===== config.mk =====
export PLATFORM = sky130hd
export DESIGN_NAME = pipe_stage_reg
export DESIGN_NICKNAME = d
export VERILOG_FILES = /design/src/rtl/pipe_stage_reg.sv
export SDC_FILE = /design/constraint.sdc
export NUM_CORES = 1
export LEC_CHECK = 0
export CORE_ASPECT_RATIO = 0.7
export CORE_MARGIN = 8
export CORE_UTILIZATION = 45
export DETAILED_ROUTE_END_ITERATION = 8
export PLACE_DENSITY = 0.73
export SLEW_MARGIN = 20
export SYNTH_ARGS = -nofsm -noshare
export SYNTH_HDL_FRONTEND = slang
export SYNTH_SLANG_ARGS = --single-unit
export TNS_END_PERCENT = 5

===== constraint.sdc =====
create_clock -name Clk -period 2.74 [get_ports Clk]
set_input_delay 0.411 -clock Clk [delete_from_list [all_inputs] [get_ports Clk]]
set_output_delay 0.411 -clock Clk [all_outputs]
set_load 0.02 [all_outputs]

===== src/rtl/pipe_stage_reg.sv =====
// Two-entry skid-buffered pipeline register (main + skid) with valid/ready handshakes, stage enable and flush.
// Optional stall/bubble statistics counters are compiled in with `define PIPE_STAGE_STATS_EN.
module pipe_stage_reg #(
  parameter int unsigned WIDTH      = 272,
  parameter bit          CLEAR_DATA = 1'b1,
  parameter int unsigned CNT_W      = 16
) (
  input  logic             Clk,
  input  logic             Rst_n,
  input  logic             En,
  input  logic             Flush,
  input  logic             in_valid,
  input  logic [WIDTH-1:0] in_data,
  output logic             in_ready,
  output logic             out_valid,
  output logic [WIDTH-1:0] out_data,
  input  logic             out_ready
`ifdef PIPE_STAGE_STATS_EN
  ,
  output logic [CNT_W-1:0] stat_stall,
  output logic [CNT_W-1:0] stat_bubble
`endif
);

  if (WIDTH < 1 || CNT_W < 1) begin : g_param_chk
    $error("pipe_stage_reg: WIDTH and CNT_W must be >= 1");
  end

  // State encoding is {skid_v, main_v}; 2'b10 is unreachable.
  typedef enum logic [1:0] {
    EMPTY = 2'b00,
    ONE   = 2'b01,
    FULL  = 2'b11
  } state_t;

  state_t             state_q, state_d;
  logic [WIDTH-1:0]   main_q, main_d;
  logic [WIDTH-1:0]   skid_q, skid_d;
  logic               main_v, skid_v;
  logic               acc, pop;

  assign main_v    = state_q[0];
  assign skid_v    = state_q[1];
  assign in_ready  = Rst_n && En && !skid_v;
  assign out_valid = main_v && En;
  assign out_data  = main_q;
  assign acc       = in_valid && in_ready;
  assign pop       = out_valid && out_ready;

  always_ff @(posedge Clk or negedge Rst_n) begin
    if (!Rst_n) begin
      state_q <= EMPTY;
      main_q  <= '0;
      skid_q  <= '0;
    end else begin
      state_q <= state_d;
      main_q  <= main_d;
      skid_q  <= skid_d;
    end
  end

  always_comb begin
    state_d = state_q;
    main_d  = main_q;
    skid_d  = skid_q;
    if (Flush) begin
      // Flush wins over En and drops any same-cycle accept or pop.
      state_d = EMPTY;
      if (CLEAR_DATA) begin
        main_d = '0;
        skid_d = '0;
      end
    end else if (En) begin
      case (state_q)
        EMPTY: begin
          if (acc) begin
            state_d = ONE;
            main_d  = in_data;
          end
        end
        ONE: begin
          if (acc && pop) begin
            main_d = in_data;
          end else if (acc) begin
            state_d = FULL;
            skid_d  = in_data;
          end else if (pop) begin
            state_d = EMPTY;
          end
        end
        FULL: begin
          if (pop) begin
            state_d = ONE;
            main_d  = skid_q;
          end
        end
        default: state_d = EMPTY;
      endcase
    end
  end

`ifdef PIPE_STAGE_STATS_EN
  logic [CNT_W-1:0] stall_q, stall_d;
  logic [CNT_W-1:0] bubble_q, bubble_d;

  always_ff @(posedge Clk or negedge Rst_n) begin
    if (!Rst_n) begin
      stall_q  <= '0;
      bubble_q <= '0;
    end else begin
      stall_q  <= stall_d;
      bubble_q <= bubble_d;
    end
  end

  // Saturating counters; Flush intentionally leaves them alone.
  always_comb begin
    stall_d  = stall_q;
    bubble_d = bubble_q;
    if (out_valid && !out_ready && (stall_q != {CNT_W{1'b1}})) begin
      stall_d = stall_q + 1'b1;
    end
    if (En && !main_v && (bubble_q != {CNT_W{1'b1}})) begin
      bubble_d = bubble_q + 1'b1;
    end
  end

  assign stat_stall  = stall_q;
  assign stat_bubble = bubble_q;
`endif

endmodule


==> impl_metrics.toml <==
[routing]
wl_met3_um = 5140
dr_wl_met2_um = 37100
routed_wire_length_per_instance_um = 24.4
m1WireLength_um = 32000
remaining_drcs = 0
detailedRoute.firstPassIterationCount = 8
drt_iter0_markers = 1245
routed-via-count = 18600
dr.max_layer_used = "met5"
vias_per_cell = 5.95
postRouteAntennaNets = 0
finalWirelength_um = 76500

[cts]
clkSlewWorstSetupHoldPaths_ns = 0.06
cts_tree = "done"
cts-root-to-sink-buffers = 3
clock_insertion_delay_worst_skew_ns = 0.59
htree_levels = 2
cts_sinks = 546
number_of_buffers_created_by_cts = 53
cts_root_cell = "clkbuf_16"

[logic_synthesis]
ys_warn_count = 0
post-synth-top-area-cell = "dfrtp_1"
synth_top_area_frac = 0.569
synth_top_family_by_area = "compound AO/OA/AOI/OAI gates"
synth.ff_latch_count = 546
ys.flop_type = "dfrtp_1"
number_of_flops_mapped_to_enable_cells_by_yosys = 0
ys_async_sr_fraction = 1.00
seq_area_frac_synth = 0.569
synth-xor-area-share = 0
synth.mux.area_fraction = 0.113
average_cell_area_after_synthesis_um2 = 12.6
synth_common_cells = "546 x dfrtp_1, 272 x mux2i_1, 272 x nor3_1, 256 x a22o_1, 192 x a211oi_1"
synth_compound_area_frac = 0.202
synth.area.top_cells = "dfrtp_1 57%, mux2i_1 11%, a22o_1 9.3%"
ys_types = 34
netlist_area_um2 = 24000
synth_adder_area_share = 0.00208
most_instantiated_library_cell_after_synthesis = "dfrtp_1"
postSynthCellCount = 1914
post_synth_and_or_nand_nor_area_fraction = 0.0678
postSynthNetCount = 2196

[timing]
timing.slew.headroom = 0.190
finalSetupTns_ns = 0
worst_tran_pin_value_ns = 1.22
layout_min_cycle_time_ns = 2.60
report.final.hold_viol_count = 0
holdWs_ns = 0.235
final_count_of_pins_violating_max_slew = 0
fin_skew_ns = 0.0300
timing.final.crit_share = 0.949
number_of_setup_violations_in_the_final_report = 0
rsz_0062_raised_after_global_routing = "false"
max_clock_freq_ghz = 0.385

[worst_setup_path]
timing.critical_path.fanout_max = 47
cp_top_family = "buffers and inverters"
crit_required_ns = 3.21
rrSetupSlack_ns = 0.14
cp_data_arrival_time_ns = 3.07
path_depth = 7
critPathBufInv = 2
critPathLaunchType = "register"
critPathMostFrequentCell = "buf_12"
reg2reg_depth = 7
criticalPathCategory = "reg2reg"
slowest_stage = "dfrtp_1"
regToRegEndpoint = "out_data[228]"
cp-end-kind = "register"
crit_path_cell_trace = "ha_1 -> or3b_1 -> a21oi_4 -> buf_12 -> buf_12 -> nor3_1 -> a211oi_1"
slowest_delay_ns = 0.51
regToRegStartpoint = "state_q[0]"

[floorplan]
dieArea_um2 = 61100
placement_rows = 71
boundaryPins = 552
fp.dieH_um = 209
die-width_um = 292
start_util = 0.451
placeableCoreArea_um2 = 53200

[pwr]
p_int_mw = 13.8
power.share.switching = 0.254
design_power_total_mw = 18.5
leakage_power_nw = 13.0
p_switching_mw = 4.70
power_density_relative_to_cell_area_nw_per_um2 = 574
pwr-share-clk = 0.405
power.sequential.fraction = 0.459
pwr-share-comb = 0.136
vdd_ir_drop_max_mv = 0.421

[outcome]
run_status = "complete, no violations"

[cells_and_area]
fin_area_um2 = 32300
layout-drive-gt1-share = 0.105
layout.area.seq_um2 = 13700
area_taken_by_multi_input_logic_gates_um2 = 9300
area.growth.synth_to_final_pct = 34.5
final_nets = 2670
fill_cells = 4038
final_core_utilization = 0.607

[placed_design]
post_dp_cell_area_um2 = 30500
place.gp.congestion = 0.823
buffer_ports.inserted = 551
dp.final_hpwl_um = 50300

[global_route]
grt_pass1_vias = 19800
grt.overflow.total = 0
grt_start_max_net_pins = 156
antenna_found_initial = 15
grt_first_pass_wirelength_um = 119000
grt_usage = 0.240

[worst_hold_path]
hold_depth = 2
hold_path_startpoint = "Flush"
min_to = "out_data[41]"
worst_hold_path_type = "in2reg"

[flow_run]
reported_max_cap_violation_count = 0
[metrics by stage]
stage	instances	setup slack (ns)
finish	3131	0.139
global route	3131	0.0477
CTS	3120	0.0723
detailed placement	3022	0.00941
global placement	3022	0.101
floorplan	1914	0.610
[power groups by stage]
stage / clock (mW) / combinational (mW) / sequential [mW]
floorplan: 0 / 0.830 / 8.90
global placement: 0 / 2.47 / 8.66
detailed placement: 0 / 2.52 / 8.66
CTS: 7.66 / 2.54 / 8.52
global route: 8.00 / 2.70 / 8.54
finish: 7.50 / 2.52 / 8.52
[flip-flops by register name, indices dropped and copies added (netlist names)]
| name | flops |
|---|---|
| out_data | 272 |
| skid_q | 272 |
| state_q | 2 |
[what timing repair did]
action | 4_1_cts | 5_1_grt
endpoints found under the setup margin | 0 | 170
endpoints found under the hold margin | 39 | 0
setup buffers | 0 | 2
hold buffers | 1 | 0
resized for setup | 0 | 1
[cell type report]
class / count / area share
flip-flops and latches: 546 / 0.423
clock buffers: 80 / 0.0498
well taps: 693 / 0.0268
repair buffers: 632 / 0.206
diodes: 8 / 0.000619
inverters: 3 / 0.000348
clock inverters: 17 / 0.00550
multi-input cells: 1152 / 0.288
[per-layer routing]
| layer | track usage | vias to the layer above |
|---|---|---|
| met5 | 0 | - |
| li1 | - | 8291 |
| met4 | 0.0766 | 14 |
| met1 | 0.318 | 9596 |
| met3 | 0.0582 | 138 |
| met2 | 0.388 | 605 |
[worst max path at each step]
stage | startpoint | end | slack [ns]
detailed placement | En | out_data[16] | 0.009
CTS | state_q[1] | out_data[65] | 0.07
finish | state_q[0] | out_data[228] | 0.14
global route | state_q[0] | out_data[228] | 0.05
global placement | En | out_data[179] | 0.10
floorplan | state_q[0] | out_data[144] | 0.61
[cells by family after synthesis]
| group | Yosys count |
|---|---|
| AOI/OAI and AO/OA | 555 |
| adders and majority gates | 4 |
| buffers and inverters | 216 |
| DFF | 546 |
| muxes | 272 |
| and+or+nand+nor | 321 |
[placed cells by master, fill, tap and decap left out, drive strengths merged]
master / count
or2: 2
clkdlybuf4s50: 549
ha: 4
a21boi: 1
bufinv: 3
buf: 81
and3: 1
nor3: 272
diode: 8
dlygate4sd3: 1
nor2: 1
nand4b: 1
a31oi: 1
mux2i: 272
nand2: 18
and4b: 1
nand3b: 1
o21a: 1
clkinvlp: 4
a211oi: 273
nand3: 3
a22o: 256
or4: 1
a2111o: 1
nand2b: 16
nand4: 1
o21ai: 18
a21oi: 3
clkinv: 8
clkbuf: 81
dfrtp: 546
o221ai: 1
inv: 5
and2: 2
or3b: 1
Note: power is estimated with default switching activity, not from simulation.
